$ cat src/rtl/dd_bench_pkg.sv
// Shared types and LFSR helpers for the delay-line pattern checker.
package dd_bench_pkg;

    typedef enum logic [1:0] {
        IDLE  = 2'd0,
        FILL  = 2'd1,
        CHECK = 2'd2,
        DONE  = 2'd3
    } state_e;

    // Galois taps for x^16 + x^14 + x^13 + x^11 + 1 (right-shifting form)
    localparam logic [15:0] LFSR_TAPS    = 16'hB400;
    localparam logic [15:0] DEFAULT_SEED = 16'hACE1;

    function automatic logic [15:0] lfsr_next(input logic [15:0] s);
        return (s >> 1) ^ (s[0] ? LFSR_TAPS : 16'h0000);
    endfunction

endpackage

$ cat src/rtl/dd_pattern_checker_lfsr16.sv
// 16-bit Galois LFSR with synchronous load (priority) and step enable.
module lfsr16
    import dd_bench_pkg::*;
#(
    parameter logic [15:0] RST_VAL = DEFAULT_SEED
) (
    input  logic        clk,
    input  logic        rst,
    input  logic        en,
    input  logic        load,
    input  logic [15:0] seed,
    output logic [15:0] state
);

    logic [15:0] state_d, state_q;

    always_comb begin
        state_d = state_q;
        if (load)
            state_d = seed;
        else if (en)
            state_d = lfsr_next(state_q);
    end

    always_ff @(posedge clk) begin
        if (rst)
            state_q <= RST_VAL;
        else
            state_q <= state_d;
    end

    assign state = state_q;

endmodule

$ cat config.mk
export PLATFORM = sky130hd
export DESIGN_NAME = lfsr16
export DESIGN_NICKNAME = d
export VERILOG_FILES = /design/src/rtl/dd_bench_pkg.sv /design/src/rtl/dd_pattern_checker_lfsr16.sv
export SDC_FILE = /design/constraint.sdc
export NUM_CORES = 1
export LEC_CHECK = 0
export CORE_ASPECT_RATIO = 1.1
export CORE_MARGIN = 2
export CORE_UTILIZATION = 36
export DETAILED_ROUTE_END_ITERATION = 6
export PLACE_DENSITY = 0.75
export REMOVE_ABC_BUFFERS = 1
export SLEW_MARGIN = 10
export SYNTH_ARGS = -nofsm -noshare
export SYNTH_HDL_FRONTEND = slang
export SYNTH_SLANG_ARGS = --single-unit
$ cat constraint.sdc
create_clock -name clk -period 0.9 [get_ports clk]
set_input_delay 0.18 -clock clk [delete_from_list [all_inputs] [get_ports clk]]
set_output_delay 0.18 -clock clk [all_outputs]
set_load 0.02 [all_outputs]
==> Word level (Yosys, flattened, before mapping) <==
Cells that the tools add are included.
{ "op_classes": {"magnitude_cmp": 0, "bitwise_logic": 1, "reduce_logical": 1, "n_div": 0, "add_sub_neg": 0, "n_eq_ne": 0, "n_mux": 3, "shift": 0, "multipliers": 0} }
{ "op_table": {"columns": ["operator", "n"], "rows": [
  ["$mux 16", 3],
  ["$xor 15x16->16", 1],
  ["$reduce_bool 2->1", 1]
]} }
{ "totals": {"elab_cells": 6, "regBits": 16, "in_bits": 20, "n_memories": 0, "ramBits": 0, "latchBits": 0, "romBits": 0, "output_inout_bits": 16} }

==> Depth between registers and ports, before layout <==
Gate-level depths: netlist (run 1).
{ "depth": {"ltp_word": 4, "mapped_depth": 4, "ltp_nobuf": 2} }

==> Worst setup path before layout (run 1) <==
OpenSTA, ideal clock, no wires.
{ "synth_path": {"kind": "reg2reg", "startpoint": "register state_q[0] (netlist: state[0])", "endpoint": "register state_q[12] (netlist: state[12])", "stages_incl_launch_ff": 4, "slack_ns": -0.186, "period_less_slack_ns": 1.086, "t_required_ns": 0.780, "arrival_ns": 0.966, "setup_ns": 0.120, "path_buffers": 1, "path_cell_list": "dfxtp_1 -> clkbuf_2 -> xor2_1 -> a211o_1"} }
{ "synth_between": {"elab_chain_len": 4} }
{ "synth_lines": {"columns": ["element", "line_no", "rtl"], "rows": [
  ["start: declaration", "dd_pattern_checker_lfsr16.sv:15", "logic [15:0] state_d, state_q;"],
  ["start signal: assignment", "dd_pattern_checker_lfsr16.sv:29", "state_q <= state_d;"],
  ["$mux 16", "dd_bench_pkg.sv:16", "return (s >> 1) ^ (s[0] ? LFSR_TAPS : 16'h0000);"],
  ["$xor 15x16->16", "dd_bench_pkg.sv:16", null],
  ["$mux 16", "dd_pattern_checker_lfsr16.sv:21", "else if (en)"],
  ["$mux 16", "dd_pattern_checker_lfsr16.sv:19", "if (load)"]
]} }
Every way passes these cells. The select of a mux whose other input is x is not followed.
A chain may end at the register's enable or synchronous reset.

==> Worst setup path in the final report (run 1) <==
{ "layout_path": {"startpoint": "register state_q[13] (netlist: state[13])", "endpoint": "output port state[13]"} }
{ "layout_lines": {"columns": ["element", "line_no", "rtl"], "rows": [
  ["end: declaration", "dd_pattern_checker_lfsr16.sv:12", "output logic [15:0] state"]
]} }
No word-level cell between the ends.

==> flow_summary_export.csv, run 1 <==
group,metric,value,unit
worst_setup_path,crit_slowest_cell,"dfxtp_2",
placed_design,gp_congestion,0.7741,
worst_setup_path,slowest_delay,370,ps
die,die_w,48.83,um
worst_setup_path,worstPathArrival,790,ps
worst_setup_path,crit_path_start_kind,"flop",
final_layout,largest_register_ffs,16,
pwr,internal_power,1420,uW
synth,synth_area_per_cell,10.33,um^2
drt,vias,823,
die,die_area,2603,um^2
grt,antenna_found_initial,0,
placed_design,placed_cell_area,1333,um^2
drt,drtIter0Drc,16,
worst_setup_path,crit_chain,"buf_6",
synth,async_flop_share,0,%
timing,post-route-period-util,107.4,%
synth,ys_top_cells_by_area,"dfxtp_1, mux2i_1, a211oi_1, nor3b_1, nor2b_1",
synth,synth_area_leader_cell,"dfxtp_1",
worst_hold_path,min_from,"load",
drt,drt-pass1-iter-count,4,
synth,syn_area,795.8,um^2
timing,finalCriticalPeriod,966.9,ps
placed_design,port-buffer-count,35,
clock_tree,cts_buffers,3,
clock_tree,clkTransAtPathRegs,100,ps
grt,grt_max_degree,12,
placed_design,place_hpwl,1661,um
placed_design,placed_cells,156,
final_layout,design_area,1538,um^2
drt,routedWlPerCell,15.90,um
pwr,p_switching,585.7,uW
synth,yosys.area.top_type_share,40.25,%
drt,antenna_left,0,
final_layout,diodes,0,
timing,max_freq,1034,MHz
status,status,"finished, violations left",
grt,grt_usage,23.10,%
die,rows,17,
die,num_io_pins,36,
timing,whs,400.2,ps
timing,slew_violations,0,
final_layout,final_util,75.31,%
synth,synth_common_cells,"dfxtp_1, mux2i_1, a211oi_1",
placed_design,dp_slack,-483.1,ps
worst_setup_path,end_kind,"output pin",
die,core_area,2042,um^2
synth,yosysMostFrequentCell,"dfxtp_1",
pwr,power_per_cell_area,1304,nW/um^2
synth,synth_edf_count,0,
grt,first_global_vias,872,
clock_tree,ctsHoldBuffers,0,
synth,synth_ff_type,"dfxtp_1",
clock_tree,cts_buffer_depth,2,
worst_setup_path,worstSetupStartpoint,"state[13]",
synth,ys_ff_latch,16,
timing,clock_skew,3.134,ps
worst_setup_path,r2r-start,"state[13]",
timing,final_hold_viol_count,0,
pwr,comb_power_share,34.3,%
clock_tree,clock_sinks,16,
final_layout,layoutNonFillerInstCount,161,
final_layout,fillCellCount,144,
pwr,seqPwrFrac,40.9,%
timing,slew_headroom,78.31,%
flow_run,max_cap_violations,0,
timing,layout_setup_ws,-66.93,ps
grt,grt-ovfl-total,0,
final_layout,area_delta_synth_final,93.24,%
grt,grt_pass1_wl,4284,um
pwr,switching_share,29.20,%
worst_setup_path,crit_family,"flip-flops",
timing,setup_viol,19,
clock_tree,cts_htree_levels,1,
worst_setup_path,critPathKind,"flop to output pin",
worst_setup_path,required,720,ps
pwr,pwr-share-clk,24.8,%
synth,ys_types,20,
worst_setup_path,path_buf_inv,1,
timing,worst_pin_slew,323.9,ps
pwr,power.leakage,0.0006322,uW
synth,seq_area_frac_synth,40.25,%
status,violations,"negative setup slack",
synth,syn_inst,77,
die,die_h,53.31,um
drt,viasPerCell,5.112,
die,initial_core_util,38.97,%
drt,drc,0,
worst_hold_path,hp-class,"primary input to flop",
clock_tree,insertion_delay,300,ps
clock_tree,tritoncts,"done",
synth,yosys_warnings,0,
timing,rsz0062_at_grt,"yes",
clock_tree,root_buffer,"clkbuf_4",
pwr,vdd_drop_max,0.0008986,V
drt,wl,2560,um
final_layout,drive_gt1_share,58.65,%
worst_setup_path,worst-path-max-fanout,2,
final_layout,nNetsFinal,154,
[cell type report]
type	instances	area [um^2]	share of cell area, %
flip-flops and latches	16	340.3	22.13
well taps	28	35.03	2.278
clock buffers	4	36.28	2.360
multi-input cells	53	501.7	32.63
repair buffers	59	616.8	40.11
inverters	1	7.507	0.4882
[metrics by stage]
stage,total power (uW),TNS (ps)
after global placement,1386,-9862
after CTS,1977,-743.2
after floorplan,1015,-137.5
final,2006,-770.5
after global routing,2088,-1317
after detailed placement,1398,-10520
[metal layers]
metal	up-vias	routed length (um)	share of wire, %	track usage [%]
li1	399	-	-	-
met1	387	1106	43	24.83
met2	32	1277	50	41.78
met3	5	108	4.2	4.237
met4	0	67	2.6	15.71
met5	-	0	0	0
[worst min-delay path, delay by kind of cell]
family / cells / cell delay (ps)
simple gates: 1 / 50
buf+inv: 2 / 290
compound gates: 1 / 140
[what timing repair did]
action	4_1_cts	5_1_grt
buffers inserted	1	0
resized for setup	131	7
setup endpoints to repair	32	30
gates cloned	1	0
pin swaps	7	2
[cell families (layout without fill, tap and decap cells)]
group           count (synthesis)  count (layout)  synth area share [%]
simple gates                   21              21                 18.87
buf+inv                         8              64                 7.860
flops                          16              16                 40.25
compound gates                 16              16                 13.36
mux                            13              13                 16.35
xor+xnor                        3               3                 3.302
[cells in the final DEF (no fill, tap or decap)]
| cell type | instances |
|---|---|
| xor2_1 | 1 |
| nor3b_1 | 8 |
| clkdlybuf4s50_1 | 16 |
| buf_4 | 17 |
| nor2_2 | 1 |
| nor3b_2 | 1 |
| and3b_1 | 1 |
| a21oi_1 | 6 |
| xnor2_1 | 2 |
| nor2b_1 | 7 |
| buf_6 | 19 |
| a211o_1 | 1 |
| clkbuf_2 | 1 |
| clkbuf_8 | 1 |
| clkinvlp_4 | 1 |
| clkbuf_4 | 3 |
| nor4b_1 | 1 |
| a211oi_2 | 9 |
| dfxtp_2 | 16 |
| bufbuf_16 | 1 |
| nor4_4 | 2 |
| dlygate4sd2_1 | 2 |
| mux2i_1 | 10 |
| buf_12 | 3 |
| mux2i_2 | 3 |
[path summary, 6_finish.rpt]
| kind | slack (ps) | to | depth (start not counted) |
|---|---|---|---|
| setup reg to reg | -70 | state[12] | 3 |
| setup / recovery | -70 | state[13] | 1 |
| hold reg to reg | 600 | state[11] | 2 |
| hold / removal | 400 | state[13] | 4 |
[power by group through the flow]
| stage | Combinational [uW] | Sequential, uW | Clock, uW |
|---|---|---|---|
| after detailed placement | 585 | 813 | 0 |
| after global routing | 729 | 827 | 532 |
| after CTS | 660 | 821 | 497 |
| after floorplan | 124 | 891 | 0 |
| after global placement | 577 | 810 | 0 |
| final | 688 | 821 | 497 |
(Power assumes the default switching activity.)
==> run 2: changes to the inputs <==
- PLACE_DENSITY: 0.75 -> 0.79
==> run 2 against run 1 <==
Effect of this change: the run still ends with negative setup slack left; global-route usage down 3.6 points; highest routed layer unchanged; die area stayed put; clock skew is essentially flat; cell count is 1.2% higher.
==> flow_summary_export.csv, run 2 (same netlist as run 1, synthesis figures left out) <==
group,metric,value,unit
timing,layout_setup_ws,-61.67,ps
pwr,power_per_cell_area,1316,nW/um^2
worst_setup_path,r2r_cells,3,
worst_hold_path,min_from,"rst",
drt,routedWlPerCell,14.29,um
final_layout,largest_register_ffs,16,
timing,rsz0062_at_grt,"yes",
drt,drtIter0Drc,10,
worst_setup_path,r2r-start,"state[13]",
die,num_io_pins,36,
drt,vias,799,
grt,grt_pass1_wl,3726,um
worst_setup_path,end_kind,"flop",
placed_design,placed_cells,157,
pwr,p_total,1944,uW
status,status,"finished, violations left",
worst_setup_path,worstPathArrival,1150,ps
clock_tree,ctsHoldBuffers,0,
timing,max_freq,1040,MHz
final_layout,multi_input_area,465.4,um^2
timing,finalCriticalPeriod,961.7,ps
drt,viasPerCell,4.902,
clock_tree,cts_htree_levels,1,
final_layout,final_cell_mix,"buf_6, buf_4, clkdlybuf4s50_1, dfxtp_2, mux2i_1",
timing,final_hold_viol_count,0,
timing,post-route-period-util,106.9,%
final_layout,drive_gt1_share,53.33,%
clock_tree,cts_buffer_depth,2,
die,die_area,2603,um^2
timing,finalSetupTns,-516.4,ps
pwr,power.leakage,0.0006258,uW
worst_setup_path,critPathKind,"flop to flop",
die,die_h,53.31,um
clock_tree,insertion_delay,290,ps
timing,slew_violations,0,
placed_design,place_hpwl,1692,um
die,die_w,48.83,um
drt,drt-pass1-iter-count,4,
clock_tree,cts_buffers,3,
clock_tree,tritoncts,"done",
worst_hold_path,hp-class,"primary input to flop",
flow_run,max_cap_violations,0,
clock_tree,clkTransAtPathRegs,100,ps
timing,whs,453.6,ps
die,core_area,2042,um^2
grt,first_global_vias,791,
final_layout,layout_commonest_cell,"buf_6",
worst_setup_path,worst-path-max-fanout,2,
worst_setup_path,required,1080,ps
drt,wl,2330,um
pwr,vdd_drop_max,0.001021,V
grt,grt_usage,19.45,%
clock_tree,root_buffer,"clkbuf_4",
final_layout,final-seq-area,340.3,um^2
grt,grt_max_degree,11,
final_layout,area_delta_synth_final,85.69,%
drt,antenna_left,0,
clock_tree,clock_sinks,16,
grt,antenna_found_initial,0,
worst_setup_path,r2r_end,"state[12]",
placed_design,gp_congestion,0.8119,
final_layout,nNetsFinal,156,
drt,drc,0,
worst_hold_path,whs_path_depth,3,
timing,slew_headroom,83.32,%
worst_setup_path,crit_path_start_kind,"flop",
status,violations,"negative setup slack",
final_layout,fillCellCount,148,
grt,grt-ovfl-total,0,
timing,clock_skew,2.882,ps
worst_setup_path,r2r_slack,-60,ps
die,initial_core_util,38.97,%
timing,setup_viol,17,
final_layout,final_util,72.37,%
final_layout,diodes,0,
placed_design,port-buffer-count,35,
worst_hold_path,min_to,"state[8]",
timing,worst_pin_slew,246.7,ps
die,rows,17,
final_layout,layoutNonFillerInstCount,163,
## run 2: how the worst max path moves through the flow
stage,cells past startpoint,to,from,slack [ps]
after global routing,3,state[12],state[13],-90
after detailed placement,4,state[2],en,-520
after floorplan,2,state[12],state[0],-130
after CTS,3,state[12],state[13],-60
final,3,state[12],state[13],-60
after global placement,5,state[5],rst,-440
## run 2: final cells by class
type                    count  area share, %
well taps                  28          2.371
repair buffers             61          40.14
flip-flops and latches     16          23.03
inverters                   1         0.5080
clock buffers               4          2.456
multi-input cells          53          31.50
## run 2: repair_timing
action | in CTS | in global routing
resized for setup | 130 | 0
buffers inserted | 3 | 0
endpoints found under the hold margin | 0 | 0
pin swaps | 8 | 2
endpoints found under the setup margin | 32 | 22
## run 2: stage by stage
stage / instance area, um^2 / setup WS, ps
2_1_floorplan: 737.0 / -130.8
3_3_place_gp: 1303 / -437.7
3_5_place_dp: 1303 / -515.9
4_1_cts: 1478 / -59.72
5_1_grt: 1478 / -88.13
6_report: 1478 / -61.67
## run 2: where the power goes
part,total [uW],switching (uW),internal (uW)
clock network,484,237,246
logic,643,268,375
registers,817,41.4,776
total,1940,547,1400
## run 2: critical path: stages, from the launching register on
cell and delay (ps):
dfxtp_2 340, buf_6 120, xor2_1 150, a211o_1 250
## run 2: layer usage
layer	vias to the layer above	wire length [um]	track usage (%)
met5	-	0	0
met4	0	19	7.143
met3	2	87	3.390
met2	20	1285	37.44
met1	380	938	21.50
li1	397	-	-
==> run 3: changes to the inputs <==
- CORE_MARGIN: 2 -> 5
- TNS_END_PERCENT: unset -> 100
==> run 3 against run 2 <==
Effect of this change: the flow still finishes with violations (negative setup slack); sequential share of layout area fell by 0.81 points; setup slack improved by 4.8 ps; die area up 25%; design area up 3.6%; clock power is essentially flat; cell count rose by 0.61%; maximum frequency up 0.50%; largest power group unchanged.
==> flow_summary_export.csv, run 3 (same netlist as run 1, synthesis figures left out) <==
group,metric,value,unit
clock_tree,clkTransAtPathRegs,90,ps
worst_setup_path,crit_family,"flip-flops",
worst_setup_path,critPathKind,"flop to output pin",
clock_tree,tritoncts,"done",
timing,clock_skew,5.020,ps
drt,drc,0,
worst_setup_path,crit_chain,"buf_6",
die,core_area,2063,um^2
die,num_io_pins,36,
grt,first_global_vias,880,
worst_setup_path,path_buf_inv,1,
drt,drt-pass1-iter-count,4,
timing,post-route-period-util,106.3,%
grt,grt_usage,17.16,%
final_layout,layout_commonest_cell,"buf_6",
worst_setup_path,crit_path_start_kind,"flop",
placed_design,place_hpwl,1706,um
pwr,power.leakage,0.0006589,uW
die,die_h,59.31,um
flow_run,max_cap_violations,0,
worst_setup_path,path_depth,1,
timing,finalCriticalPeriod,956.9,ps
final_layout,area_delta_synth_final,92.45,%
final_layout,multi_input_area,480.5,um^2
worst_hold_path,whs_path_depth,3,
die,die_area,3252,um^2
clock_tree,cts_htree_levels,1,
clock_tree,insertion_delay,290,ps
status,violations,"negative setup slack",
drt,viasPerCell,5.024,
clock_tree,clock_sinks,16,
status,status,"finished, violations left",
grt,antenna_found_initial,0,
timing,setup_viol,18,
final_layout,design_area,1531,um^2
placed_design,placed_cell_area,1300,um^2
grt,grt_pass1_wl,4091,um
final_layout,diodes,0,
clock_tree,root_buffer,"clkbuf_4",
placed_design,placed_cells,155,
timing,max_freq,1045,MHz
drt,vias,824,
drt,wl,2668,um
timing,layout_setup_ws,-56.88,ps
timing,worst_pin_slew,317.6,ps
final_layout,drive_gt1_share,52.94,%
grt,grt-ovfl-total,0,
drt,antenna_left,0,
worst_setup_path,slowest_delay,370,ps
pwr,vdd_drop_max,0.001173,V
final_layout,layoutNonFillerInstCount,164,
final_layout,nNetsFinal,157,
worst_setup_path,required,720,ps
worst_setup_path,crit_slowest_cell,"dfxtp_2",
worst_setup_path,worstPathArrival,780,ps
die,rows,17,
clock_tree,cts_buffers,3,
worst_setup_path,worst-path-max-fanout,2,
drt,routedWlPerCell,16.27,um
placed_design,gp_congestion,0.7578,
clock_tree,cts_buffer_depth,2,
final_layout,final-seq-area,340.3,um^2
final_layout,final_cell_mix,"buf_6, buf_4, clkdlybuf4s50_1, dfxtp_2, mux2i_1",
timing,rsz0062_at_grt,"yes",
die,die_w,54.83,um
timing,finalSetupTns,-595.3,ps
worst_setup_path,end_kind,"output pin",
worst_hold_path,hp-class,"primary input to flop",
placed_design,port-buffer-count,35,
timing,slew_headroom,78.53,%
timing,slew_violations,0,
pwr,power_per_cell_area,1295,nW/um^2
final_layout,fillCellCount,144,
timing,final_hold_viol_count,0,
die,initial_core_util,38.57,%
worst_setup_path,r2r_cells,3,
final_layout,largest_register_ffs,16,
drt,drtIter0Drc,8,
grt,grt_max_degree,12,
run 3: cell types whose count changed in the layout (fill, tap and decap cells not counted), sizes merged:
cell           before  now
clkdlybuf4s15       0    1
bufbuf              0    1
dlygate4sd2         3    2
clkinvlp            1    0
inv                 0    1
run 3: layout make-up:
| cell class | count | area share (%) |
|---|---|---|
| sequential | 16 | 22.22 |
| inverter | 1 | 0.2451 |
| multi-input combinational | 53 | 31.37 |
| clock buffer | 4 | 2.369 |
| timing repair buffer | 62 | 41.50 |
| tap | 28 | 2.288 |
run 3: where the power goes:
group | leakage [uW] | internal, uW | switching (uW)
Clock | 0.0000210 | 246 | 235
Sequential | 0.000133 | 776 | 44.5
Combinational | 0.000505 | 400 | 282
Total | 0.000659 | 1420 | 561
run 3: routing by layer:
layer | vias up | track usage (%) | part of all wire [%]
li1 | 401 | - | -
met5 | - | 0 | 0
met1 | 396 | 19.94 | 41
met3 | 4 | 3.275 | 2.9
met4 | 0 | 7.117 | 1.9
met2 | 23 | 29.73 | 54
run 3: path summary, 6_finish.rpt:
path              startpoint   endpoint  slack [ps]
setup / recovery   state[14]  state[14]         -60
setup reg to reg    state[0]  state[12]         -60
hold reg to reg    state[11]  state[11]         660
hold / removal           rst  state[14]         400
run 3: through the flow:
stage / hold WS (ps) / power, uW / util, % / setup slack (ps)
2_1_floorplan: 252.8 / 1015 / - / -130.8
3_3_place_gp: 582.9 / 1367 / 63.01 / -414.3
3_5_place_dp: 589.7 / 1379 / 63.01 / -443.8
4_1_cts: 401.3 / 1969 / 73.26 / -66.89
5_1_grt: 377.4 / 2080 / 74.23 / -89.53
6_report: 401.8 / 1983 / 74.23 / -56.88
run 3: repair_timing:
action / in CTS / in global routing
gates resized for setup: 130 / 6
hold buffers: 0 / 0
pin swaps: 6 / 6
endpoints found under the hold margin: 0 / 0
endpoints found under the setup margin: 32 / 27
setup buffers: 4 / 1
cloned: 3 / 0
